[config.mk]
export PLATFORM = sky130hd
export DESIGN_NAME = stopwatch_core_flat
export DESIGN_NICKNAME = d
export VERILOG_FILES = /design/src/rtl/stopwatch_core_pkg.sv /design/src/rtl/stopwatch_core_if.sv /design/src/rtl/stopwatch_core_sevenseg_scan.sv /design/src/rtl/stopwatch_core.sv /design/src/flat_wrapper.sv
export SDC_FILE = /design/constraint.sdc
export NUM_CORES = 1
export LEC_CHECK = 0
export CAP_MARGIN = 15
export CORE_MARGIN = 2
export CORE_UTILIZATION = 40
export CTS_CLUSTER_DIAMETER = 120
export CTS_CLUSTER_SIZE = 10
export DETAILED_ROUTE_END_ITERATION = 8
export PLACE_DENSITY = 0.54
export SLEW_MARGIN = 40
export SYNTH_ARGS = -nofsm -noshare
export SYNTH_HDL_FRONTEND = slang
export SYNTH_SLANG_ARGS = --single-unit
[constraint.sdc]
create_clock -name clk -period 3.15 [get_ports clk]
set_input_delay 0.63 -clock clk [delete_from_list [all_inputs] [get_ports clk]]
set_output_delay 0.63 -clock clk [all_outputs]
set_load 0.02 [all_outputs]
[src/rtl/stopwatch_core_pkg.sv]
// stopwatch_core_pkg: state encoding, segment table, field radices and BCD helpers
package stopwatch_core_pkg;
   localparam logic [1:0] ST_PAUSED = 2'd0;
   localparam logic [1:0] ST_RUN    = 2'd1;
   localparam logic [1:0] ST_ADJUST = 2'd2;
   localparam logic [6:0] SEG_BLANK = 7'h7F;
   localparam logic [6:0] SEG_0     = 7'h40;
   // Active-low {g,f,e,d,c,b,a} patterns, digit 9 in the top slot
   localparam logic [69:0] SEG_TAB = {7'h10, 7'h00, 7'h78, 7'h02, 7'h12,
                                      7'h19, 7'h30, 7'h24, 7'h79, 7'h40};
   localparam int RADIX_LO = 60;
   localparam int RADIX_HI = 100;

   function automatic logic [6:0] bcd_to_seg(input logic [3:0] d);
      return d > 4'd9 ? SEG_BLANK : SEG_TAB[int'(d) * 7 +: 7];
   endfunction

   function automatic logic [3:0] fld_max(input int f);
      return 4'((f < 2 ? RADIX_LO : RADIX_HI) / 10 - 1);
   endfunction

   function automatic logic [7:0] fld_inc(input logic [7:0] v, input logic [3:0] mt);
      return v == {mt, 4'd9} ? 8'h00 : v[3:0] == 4'd9 ? {v[7:4] + 4'd1, 4'd0} : v + 8'd1;
   endfunction

   function automatic logic [7:0] fld_dec(input logic [7:0] v, input logic [3:0] mt);
      return v == 8'h00 ? {mt, 4'd9} : v[3:0] == 4'd0 ? {v[7:4] - 4'd1, 4'd9} : v - 8'd1;
   endfunction
endpackage

[src/rtl/stopwatch_core_if.sv]
// stopwatch_core_if: button/mode inputs and display outputs of the stopwatch core
interface stopwatch_core_if #(
   parameter int DIGITS = 4
);
   localparam int SEL_W = DIGITS > 2 ? $clog2(DIGITS / 2) : 1;
   logic              pause_i;
   logic              lap_i;
   logic              adjust_i;
   logic [SEL_W-1:0]  select_i;
   logic              down_i;
   logic [6:0]        dis_num_o;
   logic [DIGITS-1:0] select_digit_o;
   logic              running_o;
   logic              wrap_o;
   modport master (
      output pause_i, lap_i, adjust_i, select_i, down_i,
      input  dis_num_o, select_digit_o, running_o, wrap_o
   );
   modport slave (
      input  pause_i, lap_i, adjust_i, select_i, down_i,
      output dis_num_o, select_digit_o, running_o, wrap_o
   );
endinterface

[src/rtl/stopwatch_core_sevenseg_scan.sv]
// sevenseg_scan: round-robin digit scanner with registered segment and digit-enable outputs
module sevenseg_scan
   import stopwatch_core_pkg::*;
#(
   parameter int DIGITS   = 4,
   parameter int SCAN_DIV = 100_000
) (
   input  logic                clk,
   input  logic                reset,
   input  logic [DIGITS*4-1:0] bcd_i,
   input  logic [DIGITS-1:0]   blank_i,
   output logic [6:0]          dis_num_o,
   output logic [DIGITS-1:0]   select_digit_o
);
   localparam int SW = $clog2(SCAN_DIV + 1);
   localparam int IW = $clog2(DIGITS);
   localparam logic [SW-1:0] SC_MAX = SW'(SCAN_DIV - 1);
   localparam logic [IW-1:0] IX_MAX = IW'(DIGITS - 1);
   logic [SW-1:0]     sc_q, sc_d;
   logic [IW-1:0]     ix_q, ix_d;
   logic [6:0]        seg_q, seg_d;
   logic [DIGITS-1:0] sel_q, sel_d;
   always_comb begin
      sc_d  = sc_q == SC_MAX ? '0 : sc_q + SW'(1);
      ix_d  = sc_q != SC_MAX ? ix_q : ix_q == IX_MAX ? '0 : ix_q + IW'(1);
      seg_d = blank_i[ix_q] ? SEG_BLANK : bcd_to_seg(bcd_i[ix_q * 4 +: 4]);
      sel_d = ~(DIGITS'(1) << ix_q);
   end
   always_ff @(posedge clk) begin
      if (!reset) begin
         sc_q  <= '0;
         ix_q  <= '0;
         seg_q <= SEG_0;
         sel_q <= ~DIGITS'(1);
      end else begin
         sc_q  <= sc_d;
         ix_q  <= ix_d;
         seg_q <= seg_d;
         sel_q <= sel_d;
      end
   end
   assign dis_num_o      = seg_q;
   assign select_digit_o = sel_q;
endmodule

[src/rtl/stopwatch_core.sv]
// stopwatch_core: BCD stopwatch/timer with lap freeze, per-field adjust and multiplexed display
module stopwatch_core
   import stopwatch_core_pkg::*;
#(
   parameter int DIGITS    = 4,
   parameter int TICK_DIV  = 100_000_000,
   parameter int ADJ_DIV   = 50_000_000,
   parameter int SCAN_DIV  = 100_000,
   parameter int BLINK_DIV = 25_000_000
) (
   input logic             clk,
   input logic             reset,
   stopwatch_core_if.slave sw
);
   localparam int FIELDS = DIGITS / 2;
   localparam int W      = DIGITS * 4;
   localparam int PW     = $clog2(TICK_DIV + 1);
   localparam int AW     = $clog2(ADJ_DIV + 1);
   localparam int BW     = $clog2(BLINK_DIV + 1);
   localparam logic [PW-1:0] PRE_MAX = PW'(TICK_DIV - 1);
   localparam logic [AW-1:0] ADJ_MAX = AW'(ADJ_DIV - 1);
   localparam logic [BW-1:0] BL_MAX  = BW'(BLINK_DIV - 1);
   logic [1:0]        st_q, st_d, st_t, p_q, l_q;
   logic [W-1:0]      cnt_q, cnt_d, lap_q, lap_d, inc, dec, adj, disp;
   logic [PW-1:0]     pre_q, pre_d;
   logic [AW-1:0]     adj_q, adj_d;
   logic [BW-1:0]     bl_q, bl_d;
   logic              off_q, off_d, frz_q, frz_d, wrap_q, wrap_d;
   logic              cy, bw, adj_mode, adj_on, pe, le, tick, step, expire;
   logic [DIGITS-1:0] blank;
   // Carry/borrow chains for counting plus the carry-free single-field adjust
   always_comb begin
      inc   = cnt_q;
      dec   = cnt_q;
      adj   = cnt_q;
      blank = '0;
      cy    = 1'b1;
      bw    = 1'b1;
      for (int f = 0; f < FIELDS; f++) begin
         if (cy) begin
            inc[f*8 +: 8] = fld_inc(cnt_q[f*8 +: 8], fld_max(f));
            cy            = cnt_q[f*8 +: 8] == {fld_max(f), 4'd9};
         end
         if (bw) begin
            dec[f*8 +: 8] = fld_dec(cnt_q[f*8 +: 8], fld_max(f));
            bw            = cnt_q[f*8 +: 8] == 8'h00;
         end
         if (int'(sw.select_i) == f) begin
            adj[f*8 +: 8]   = sw.down_i ? fld_dec(cnt_q[f*8 +: 8], fld_max(f)) : fld_inc(cnt_q[f*8 +: 8], fld_max(f));
            blank[f*2 +: 2] = {2{st_q == ST_ADJUST && off_q}};
         end
      end
   end
   always_comb begin
      adj_mode = sw.adjust_i || st_q == ST_ADJUST;
      adj_on   = sw.adjust_i && st_q == ST_ADJUST;
      pe       = p_q[0] && !p_q[1] && !adj_mode;
      le       = l_q[0] && !l_q[1] && !adj_mode;
      tick     = st_q == ST_RUN && !sw.adjust_i && pre_q == PRE_MAX;
      step     = adj_on && adj_q == ADJ_MAX;
      expire   = cnt_q == '0 || dec == '0;
      pre_d    = sw.adjust_i || tick ? '0 : st_q == ST_RUN ? pre_q + PW'(1) : pre_q;
      adj_d    = adj_on && !step ? adj_q + AW'(1) : '0;
      bl_d     = adj_on && bl_q != BL_MAX ? bl_q + BW'(1) : '0;
      off_d    = adj_on && (off_q ^ (bl_q == BL_MAX));
      cnt_d    = tick ? (sw.down_i ? (cnt_q == '0 ? '0 : dec) : inc) : step ? adj : cnt_q;
      wrap_d   = tick && (sw.down_i ? expire : cy);
      // A same-cycle tick settles first; the pause edge then toggles the result
      st_t     = tick && sw.down_i && expire ? ST_PAUSED : st_q;
      st_d     = sw.adjust_i ? ST_ADJUST : st_q == ST_ADJUST ? ST_PAUSED :
                 pe ? (st_t == ST_RUN ? ST_PAUSED : ST_RUN) : st_t;
      frz_d    = !adj_mode && (frz_q ^ le);
      lap_d    = le && !frz_q ? cnt_q : lap_q;
   end
   always_ff @(posedge clk) begin
      if (!reset) begin
         st_q   <= ST_PAUSED;
         cnt_q  <= '0;
         lap_q  <= '0;
         pre_q  <= '0;
         adj_q  <= '0;
         bl_q   <= '0;
         off_q  <= 1'b0;
         frz_q  <= 1'b0;
         wrap_q <= 1'b0;
         p_q    <= '0;
         l_q    <= '0;
      end else begin
         st_q   <= st_d;
         cnt_q  <= cnt_d;
         lap_q  <= lap_d;
         pre_q  <= pre_d;
         adj_q  <= adj_d;
         bl_q   <= bl_d;
         off_q  <= off_d;
         frz_q  <= frz_d;
         wrap_q <= wrap_d;
         p_q    <= {p_q[0], sw.pause_i};
         l_q    <= {l_q[0], sw.lap_i};
      end
   end
   assign disp         = frz_q ? lap_q : cnt_q;
   assign sw.running_o = st_q == ST_RUN;
   assign sw.wrap_o    = wrap_q;
   sevenseg_scan #(
      .DIGITS   (DIGITS),
      .SCAN_DIV (SCAN_DIV)
   ) u_scan (
      .clk            (clk),
      .reset          (reset),
      .bcd_i          (disp),
      .blank_i        (blank),
      .dis_num_o      (sw.dis_num_o),
      .select_digit_o (sw.select_digit_o)
   );
endmodule
[src/flat_wrapper.sv]
// flat-port wrapper written by rule: the top's interface ports become plain ports
module stopwatch_core_flat import stopwatch_core_pkg::*;
#(
   parameter int DIGITS    = 4,
   parameter int TICK_DIV  = 100_000_000,
   parameter int ADJ_DIV   = 50_000_000,
   parameter int SCAN_DIV  = 100_000,
   parameter int BLINK_DIV = 25_000_000
)
  (clk, reset, sw_pause_i, sw_lap_i, sw_adjust_i, sw_select_i, sw_down_i, sw_dis_num_o, sw_select_digit_o, sw_running_o, sw_wrap_o);
  stopwatch_core_if #(.DIGITS(DIGITS)) sw_i ();
  input logic clk;
  input logic reset;
  input wire logic [$bits(sw_i.pause_i)-1:0] sw_pause_i;
  input wire logic [$bits(sw_i.lap_i)-1:0] sw_lap_i;
  input wire logic [$bits(sw_i.adjust_i)-1:0] sw_adjust_i;
  input wire logic [$bits(sw_i.select_i)-1:0] sw_select_i;
  input wire logic [$bits(sw_i.down_i)-1:0] sw_down_i;
  output wire logic [$bits(sw_i.dis_num_o)-1:0] sw_dis_num_o;
  output wire logic [$bits(sw_i.select_digit_o)-1:0] sw_select_digit_o;
  output wire logic [$bits(sw_i.running_o)-1:0] sw_running_o;
  output wire logic [$bits(sw_i.wrap_o)-1:0] sw_wrap_o;
  assign sw_i.pause_i = sw_pause_i;
  assign sw_i.lap_i = sw_lap_i;
  assign sw_i.adjust_i = sw_adjust_i;
  assign sw_i.select_i = sw_select_i;
  assign sw_i.down_i = sw_down_i;
  assign sw_dis_num_o = sw_i.dis_num_o;
  assign sw_select_digit_o = sw_i.select_digit_o;
  assign sw_running_o = sw_i.running_o;
  assign sw_wrap_o = sw_i.wrap_o;
  stopwatch_core #(.DIGITS(DIGITS), .TICK_DIV(TICK_DIV), .ADJ_DIV(ADJ_DIV), .SCAN_DIV(SCAN_DIV), .BLINK_DIV(BLINK_DIV)) u_core (.clk(clk), .reset(reset), .sw(sw_i));
endmodule
; Yosys cells after proc, flatten, opt, wreduce, memory -nomap -nowiden
; Index checks and enable logic that the tools add are counted.
[classes]
muxes = 33
n_shift = 3
addsub = 13
magnitude_cmp = 2
n_reduce_logical = 42
bitwise = 4
n_mul = 1
n_eq_ne = 16
[op_table]
columns = operator, count
row1 = $mux 8, 14
row2 = $mux 16, 5
row3 = $shiftx 70x8->7 const A, 1
row4 = $logic_not 16->1, 2
row5 = $add 27x1->27 const B, 1
row6 = $eq 27x27->1 const B, 1
row7 = $add 26x1->26 const B, 1
row8 = $eq 26x26->1 const B, 1
row9 = $add 25x1->25 const B, 1
row10 = $eq 25x25->1 const B, 1
row11 = $ne 25x25->1 const B, 1
row12 = $add 17x1->17 const B, 1
row13 = $eq 17x17->1 const B, 1
row14 = $logic_and 1x1->1, 17
row15 = $ne 17x17->1 const B, 1
row16 = $add 8x1->8 const B, 2
row17 = $eq 8x7->1 const B, 2
row18 = $logic_not 8->1, 2
row19 = $shiftx 16x5->4, 1
row20 = $sub 8x1->8 const B, 2
row21 = $mux 2, 7
row22 = $mux 6, 2
row23 = $add 4x1->4 const B, 2
row24 = $eq 4x4->1 const B, 2
row25 = 23 further kinds, 43
[word_totals]
out_inout_bits = 13
ff_bits = 149

; Depth between registers and ports, before layout
; Gate-level depths: netlist of the first run.
[depth]
depth_word = 13
mapped_depth = 10
ltp_nobuf = 8

; By module
; A second synthesis of the first run with hierarchy kept.
[unflattened]
hier_cells = 955
area_unflattened_um2 = 7971.4
[by_module_without_submodules]
columns = module, area_per_inst_um2, cells_per_inst, instances
row1 = stopwatch_core, 6441.2, 799, 1
row2 = sevenseg_scan, 1530.2, 156, 1

; Worst setup path after synthesis of the first run
; Ideal clock, no wire load.
[synth_path]
path_kind = reg-to-reg
startpoint = reg u_core.cnt_q[8]
endpoint = reg u_core.st_q[0]
synth_period_minus_slack_ps = 2536
stages_incl_launch_ff = 11
t_required_ps = 3026
arrival_ps = 2412
path_buffers = 2
path_slack_ps = 614
setup_time_ps = 124
cell_sequence = dfxtp_1 -> clkbuf_1 -> inv_1 -> ha_1 -> buf_2 -> o21bai_1 -> nand4_1 -> mux2_2 -> or4_1 -> o31ai_1 -> a21oi_1
[synth_between]
elab_chain_cells = 11
[synth_lines]
columns = item, line
row1 = from (decl), stopwatch_core.sv:24  ; logic [W-1:0] cnt_q, cnt_d, lap_q, lap_d, inc, dec, adj, disp;
row2 = from (signal assigned), stopwatch_core.sv:90  ; cnt_q <= cnt_d;
row3 = $sub 8x1->8 or $logic_not 4->1 (tied branches), stopwatch_core_pkg.sv:27  ; return v == 8'h00 ? {mt, 4'd9} : v[3:0] == 4'd0 ? {v[7:4] - 4'd1, 4'd9} : v - 8'd1;
row4 = $mux 8 (2 in series), stopwatch_core_pkg.sv:27
row5 = $mux 8, stopwatch_core.sv:44  ; if (bw) begin
row6 = $logic_not 16->1, stopwatch_core.sv:61  ; expire = cnt_q == '0 || dec == '0;
row7 = $logic_or 1x1->1 (*), stopwatch_core.sv:61
row8 = $logic_and 1x1->1 (*), stopwatch_core.sv:69  ; st_t = tick && sw.down_i && expire ? ST_PAUSED : st_q;
row9 = $mux 2 (*), stopwatch_core.sv:69
row10 = $eq 2x1->1, stopwatch_core.sv:71  ; pe ? (st_t == ST_RUN ? ST_PAUSED : ST_RUN) : st_t;
row11 = $mux 1, stopwatch_core.sv:71
row12 = $mux 2 (*), stopwatch_core.sv:71
row13 = to (signal assigned), stopwatch_core.sv:89  ; st_q <= st_d;
row14 = to (decl), stopwatch_core.sv:23  ; logic [1:0] st_q, st_d, st_t, p_q, l_q;
; Mark *: on every way between the ends. The rest lies on a longest branch, timed or not.
; A chain may end at the register's enable or synchronous reset.

; Final worst setup path of the first run
[layout_path]
startpoint = reg u_core.cnt_q[0]
endpoint = reg u_core.wrap_q (netlist: u_core.sw.wrap_o)
[layout_between]
elab_chain_cells = 7
[layout_lines]
columns = item, line
row1 = $sub 8x1->8 or $logic_not 4->1 (tied branches), stopwatch_core_pkg.sv:27
row2 = $mux 8 (2 in series), stopwatch_core_pkg.sv:27
row3 = $logic_not 16->1, stopwatch_core.sv:61
row4 = $logic_or 1x1->1, stopwatch_core.sv:61
row5 = $mux 1 (*), stopwatch_core.sv:67  ; wrap_d = tick && (sw.down_i ? expire : cy);
row6 = $logic_and 1x1->1 (*), stopwatch_core.sv:67
row7 = to (signal assigned), stopwatch_core.sv:97  ; wrap_q <= wrap_d;
row8 = to (decl), stopwatch_core.sv:28  ; logic off_q, off_d, frz_q, frz_d, wrap_q, wrap_d;
; Marks and branches as above.

==> results of run 1 <==
-- sequential cells by signal, summed over array words and instances, names as in the netlist, 2 cells and up --
name,count
u_core.pre_q,27
u_core.adj_q,26
u_core.bl_q,25
u_core.u_scan.sc_q,17
u_core.cnt_q,16
u_core.lap_q,16
u_core.u_scan.dis_num_o,7
u_core.u_scan.select_digit_o,4
u_core.l_q,2
u_core.p_q,2
u_core.st_q,2
u_core.u_scan.ix_q,2
-- critical path, stage by stage, from the launching register on --
cell,delay (ns)
dfxtp_1,0.31
inv_1,0.11
ha_1,0.32
and4bb_2,0.37
nand2_1,0.17
a2111oi_0,0.54
and2_1,0.24
nand4bb_1,0.15
a311oi_1,0.35
-- cell usage in the layout (no fill, tap or decap), types with 5 or more instances in the layout --
master	synthesis	final
a31oi_1	11	11
mux2i_1	21	21
and4_1	12	12
nor3_1	20	20
or2_2	5	5
o211ai_1	5	5
or3_1	12	12
and2_1	10	10
a21oi_1	43	43
or4_1	5	5
nor2_1	154	154
buf_4	1	36
clkdlybuf4s50_1	0	19
mux2_2	7	7
nand2_1	73	73
xnor2_1	35	35
and3_1	22	22
clkbuf_16	0	17
xor2_1	52	52
o21ai_0	30	30
ha_1	27	27
dfxtp_1	149	149
mux4_2	8	8
nor4_1	9	9
nor4b_1	7	7
o2111ai_1	8	8
nand3_1	45	45
inv_1	30	30
a211oi_1	6	6
nand4_1	30	30
-- metal layers --
layer	vias to the layer above	wire (µm)	global-route usage [%]
met5	-	0	0
met4	0	528	7.67
met3	35	836	4.03
met2	144	8580	28.1
met1	3201	9380	24.4
li1	3454	-	-
-- stage by stage --
stage	instance area (µm²)	hold WS [ns]
5_1_grt	9260	0.494
6_report	9260	0.457
3_3_place_gp	8660	0.433
2_1_floorplan	8090	0.418
3_5_place_dp	8660	0.447
4_1_cts	9260	0.461
-- where the power goes --
group	total, µW	internal, µW	switching, µW
Combinational	103	34.9	68.0
Clock	2080	1290	798
Sequential	1900	1890	7.46
-- logic make-up (layout without fill, tap and decap cells) --
logic type      Yosys count  count (layout)  share of synthesized area, %
compound gates          146             146                          11.7
mux                      37              37                          5.97
simple gates            434             434                          27.5
flops                   149             149                          36.9
buf+inv                  86             118                          4.33
fa+ha+maj                27              27                          4.18
xor+xnor                 87              87                          9.42
-- path summary, 6_finish.rpt --
check | to | slack, ns | cells after the start
max reg2reg | u_core.sw.wrap_o | 0.50 | 8
min | u_core.u_scan.sc_q[0] | 0.46 | 1
max | u_core.sw.wrap_o | 0.50 | 8
min reg2reg | u_core.u_scan.sc_q[0] | 0.46 | 1
-- final cells by class --
cell class	instances	area [µm²]
Fill cell	2020	10800
Multi-Input combinational cell	731	4760
Sequential cell	149	2980
Timing Repair Buffer	55	460
Clock buffer	20	457
Tap cell	270	338
Clock inverter	11	150
Inverter	32	120
==> results.yml, run 1 <==
setup_path:
  start_kind: "register"
  crit_path_max_fanout: 7
  cp-startpoint: "u_core.cnt_q[0]"
  cp.required_ns: 3.46
  end_kind: "register"
  timing.rr.start: "u_core.cnt_q[0]"
  critPathKind: "register to register"
  arrival_ns: 2.97
clock_network:
  numCtsBuffers: 17
  htreeDepth: 4
  cts_root_buf: "clkbuf_16"
  cts_sinks: 149
  cts_resized: 0
  postCtsHoldBufs: 0
  clk_pin_slew_ns: 0.07
  cts_tree: "built"
  cts_setup_buffers: 0
  cts_buffer_depth: 2
  clk_latency_ns: 0.42
yosys:
  netlist.top_cell.by_area: "dfxtp_1"
  synth.most_common_cell: "nor2_1"
  synth-main-ff-cell: "dfxtp_1"
  synth_warnings: 0
  synthTopCellsByArea: "dfxtp_1 (37%), nor2_1 (7.1%), xor2_1 (5.6%)"
  syn_inst: 966
  syn_nets: 1000
  synth_cell_types: 70
  yosysTopAreaCellShare_pct: 36.9
  synth-seq-cells: 149
  postSynth.asyncResetShare_pct: 0
  synth_edf_count: 0
  syn_area_um2: 8090
  synthTopCellsByCount: "nor2_1 (154), dfxtp_1 (149), nand2_1 (73), xor2_1 (52), nand3_1 (45)"
  avgSynthCellArea_um2: 8.37
  ys_seq_area_share_pct: 36.9
power:
  p_leak_uw: 0.00329
  power_density_nw_per_um2: 441
  power_uw: 4090
  ir_worst_vdd_uv: 366
routing:
  wire_per_inst_um: 15.2
  drc: 0
  drt_pass1_iterations: 4
  viasPerCell: 5.39
  wl_um: 19300
  ant_nets: 0
  drt_iter0_drc: 444
  vias: 6834
global_route:
  grt_pass1_vias: 6305
  gr-total-overflow: 0
  antenna_found_initial: 0
  grt_max_degree: 40
  grt_util_all_layers_pct: 18.1
  grt_pass1_wl_um: 31700
worst_hold_path:
  min_path_type: "register to register"
  min_from: "u_core.u_scan.sc_q[0]"
timing:
  max_freq_mhz: 377
  final_hold_viol_count: 0
  rsz0062_at_grt: "no"
  drv_slew: 0
  setup_viol: 0
  worst_slew_pin_slew_ns: 0.665
  relSlewSlack_pct: 54.5
  fin_ws_ns: 0.495
  setup-tns-final_ns: 0
  fin_skew_ns: 0.0114
  finalCritPeriodShare_pct: 84.3
  period_needed_ns: 2.65
flow_run:
  cap_violations: 0
layout:
  final_cells: 1268
  antenna_cells: 0
  syn_to_final_growth_pct: 14.5
  layout-drive-gt1-share_pct: 10.2
  post-route-util_pct: 46.2
  final_nets: 1020
placement:
  placedCellCount: 1237
  hpwl_um: 13900
  port_buffers: 19
  place.gp.congestion: 0.903
  place_ws_ns: 0.345
die:
  core_region_area_um2: 20000
  fp.dieH_um: 146
  dieArea_um2: 21400
  io_pins: 20
  start_util_pct: 40.4
  row_count: 52
  die_w_um: 146
outcome:
  status: "complete, no violations"
Note: power is estimated with default switching activity, not from simulation.
==> run 2, diff against run 1 <==
--- a/config.mk
+++ b/config.mk
@@ -11,7 +11,7 @@
 export CTS_CLUSTER_DIAMETER = 120
 export CTS_CLUSTER_SIZE = 10
 export DETAILED_ROUTE_END_ITERATION = 8
-export PLACE_DENSITY = 0.54
+export PLACE_DENSITY = 0.56
 export SLEW_MARGIN = 40
 export SYNTH_ARGS = -nofsm -noshare
 export SYNTH_HDL_FRONTEND = slang
==> constraint.sdc (replaced) <==
create_clock -name clk -period 2.1 [get_ports clk]
set_input_delay 0.42 -clock clk [delete_from_list [all_inputs] [get_ports clk]]
set_output_delay 0.42 -clock clk [all_outputs]
set_load 0.02 [all_outputs]
==> run 2 against run 1 <==
The run now ends with negative setup slack left. Combinational power up 90%. Maximum frequency up 17%. Sequential cell count unchanged. Via count up 8.7%. Sequential power up 49%. Setup slack worse by 0.67 ns. Wire length up 10%. Clock skew down 0.0016 ns. Global-route usage up 2.0 points.
==> results.yml, run 2 (synthesis results as in run 1) <==
outcome:
  status: "finished, violations left"
  failed_checks: "negative setup slack"
routing:
  wl_um: 21300
  vias: 7428
  ant_nets: 0
  drt_iter0_drc: 416
  drc: 0
  wire_per_inst_um: 15.2
  viasPerCell: 5.31
  drt_pass1_iterations: 5
clock_network:
  htreeDepth: 4
  cts_buffer_depth: 2
  clk_pin_slew_ns: 0.07
  clk_latency_ns: 0.43
  cts_sinks: 149
  cts_root_buf: "clkbuf_16"
  cts_tree: "built"
  numCtsBuffers: 17
die:
  die_w_um: 146
  start_util_pct: 40.4
  row_count: 52
  fp.dieH_um: 146
  core_region_area_um2: 20000
  io_pins: 20
  dieArea_um2: 21400
power:
  ir_worst_vdd_uv: 521
  p_int_uw: 4570
  p_sw_uw: 1450
  clkPwrFrac_pct: 49.6
  p_leak_uw: 0.00404
  p_sw_share_pct: 24.1
  p_seq_share_pct: 47.1
  power_density_nw_per_um2: 558
  power_frac_comb_pct: 3.3
setup_path:
  ff2ff_setup_slack_ns: -0.17
  cp.required_ns: 2.42
  worstPathCellList: "buf_4 > ha_2 > nand3b_1 > nor3_1 > buf_4 > or2_2 > a22oi_2 > buf_4 > nand2_1 > and3_1"
  start_kind: "register"
  critPathKind: "register to register"
  max_stage_delay_ns: 0.38
  crit_path_max_fanout: 11
  cp_slowest_cell: "a22oi_2"
  arrival_ns: 2.59
  end_kind: "register"
  path_common_cell: "buf_4"
layout:
  antenna_cells: 0
  syn_to_final_growth_pct: 33.7
  fin_area_um2: 10800
  final_cell_mix: "buf_4 (155), nor2_1 (151), dfxtp_1 (139)"
  largest_reg_flops: 27
  ff_latch_area_um2: 3010
  final_cells: 1400
  largestRegisters: "u_core.pre_q (27), u_core.adj_q (26), u_core.bl_q (25)"
  layout-drive-gt1-share_pct: 27.7
  n_fill_cell: 1886
  multi_input_area_um2: 5210
  final_nets: 1152
  top_register: "u_core.pre_q"
  final_common_cell: "buf_4"
timing:
  relSlewSlack_pct: 62.6
  period_needed_ns: 2.27
  drv_slew: 0
  fin_ws_ns: -0.171
  fin_skew_ns: 0.00987
  finalCritPeriodShare_pct: 108
  rsz0062_at_grt: "yes"
  final_hold_viol_count: 0
  setup_viol: 25
  worst_slew_pin_slew_ns: 0.559
  max_freq_mhz: 440
global_route:
  gr-total-overflow: 0
  grt_pass1_wl_um: 35100
  grt_max_degree: 40
  antenna_found_initial: 0
  grt_util_all_layers_pct: 20.2
  grt_pass1_vias: 7062
placement:
  place.gp.congestion: 0.925
  dpl_cell_area_um2: 9810
  port_buffers: 19
  placedCellCount: 1358
  hpwl_um: 15200
flow_run:
  cap_violations: 0
worst_hold_path:
  min_path_type: "register to register"
-- run 2: cell count changes in the layout (fill, tap and decap cells not counted), moves of 7 or more --
cell     before  now
inv_1        30   21
dfxtp_1     149  139
buf_4        36  155
a21oi_1      43   35
ha_1         27   20
-- run 2: power by group through the flow --
stage / logic, µW / clock network, µW / registers [µW]
2_1_floorplan: 95.1 / 0 / 2910
3_3_place_gp: 187 / 0 / 2910
3_5_place_dp: 186 / 0 / 2910
4_1_cts: 190 / 3060 / 2840
5_1_grt: 211 / 3200 / 2840
6_report: 196 / 2990 / 2840
-- run 2: layout make-up --
cell class                      count  area share [%]
Sequential cell                   149            27.8
Inverter                           32            1.30
Tap cell                          270            3.12
Clock buffer                       17            3.93
Clock inverter                     14            1.35
Multi-Input combinational cell    732            48.2
Timing Repair Buffer              186            14.3
-- run 2: final timing paths --
check,cells after the start,endpoint,startpoint
worst max-delay path,10,u_core.cnt_q[9],u_core.cnt_q[0]
worst min-delay path,1,u_core.u_scan.sc_q[0],u_core.u_scan.sc_q[0]
worst max register to register,10,u_core.cnt_q[9],u_core.cnt_q[0]
worst min register to register,1,u_core.u_scan.sc_q[0],u_core.u_scan.sc_q[0]
-- run 2: per-layer routing --
| layer | share of wire (%) | track usage [%] | vias up |
|---|---|---|---|
| met5 | 0 | 0 | - |
| met4 | 2.2 | 7.57 | 0 |
| met1 | 49 | 27.1 | 3504 |
| met3 | 3.9 | 3.88 | 31 |
| li1 | - | - | 3731 |
| met2 | 45 | 32.2 | 162 |
-- run 2: worst max-delay path, delay by kind of cell (launching register included) --
kind            cells  cell delay [ns]
compound gates      1             0.38
fa+ha+maj           1             0.22
buf+inv             3             0.51
flops               1             0.33
simple gates        5             0.71
-- run 2: through the flow --
stage	hold slack, ns	total power (µW)	util, %	setup WS (ns)	TNS (ns)
after floorplan	0.418	3000	-	-0.0600	-0.0761
after global placement	0.430	3100	48.9	-0.400	-16.16
after detailed placement	0.442	3100	48.9	-0.483	-19.26
after CTS	0.452	6090	52.9	-0.143	-1.60
after global routing	0.481	6250	54.0	-0.270	-5.17
final	0.448	6030	54.0	-0.171	-1.96
-- run 2: timing repair --
item,CTS,global route
gates resized for setup,39,46
endpoints found under the hold margin,0,0
setup buffers,8,2
pin swaps,15,32
hold buffers,0,0
setup endpoints to repair,26,85
gates cloned,1,0
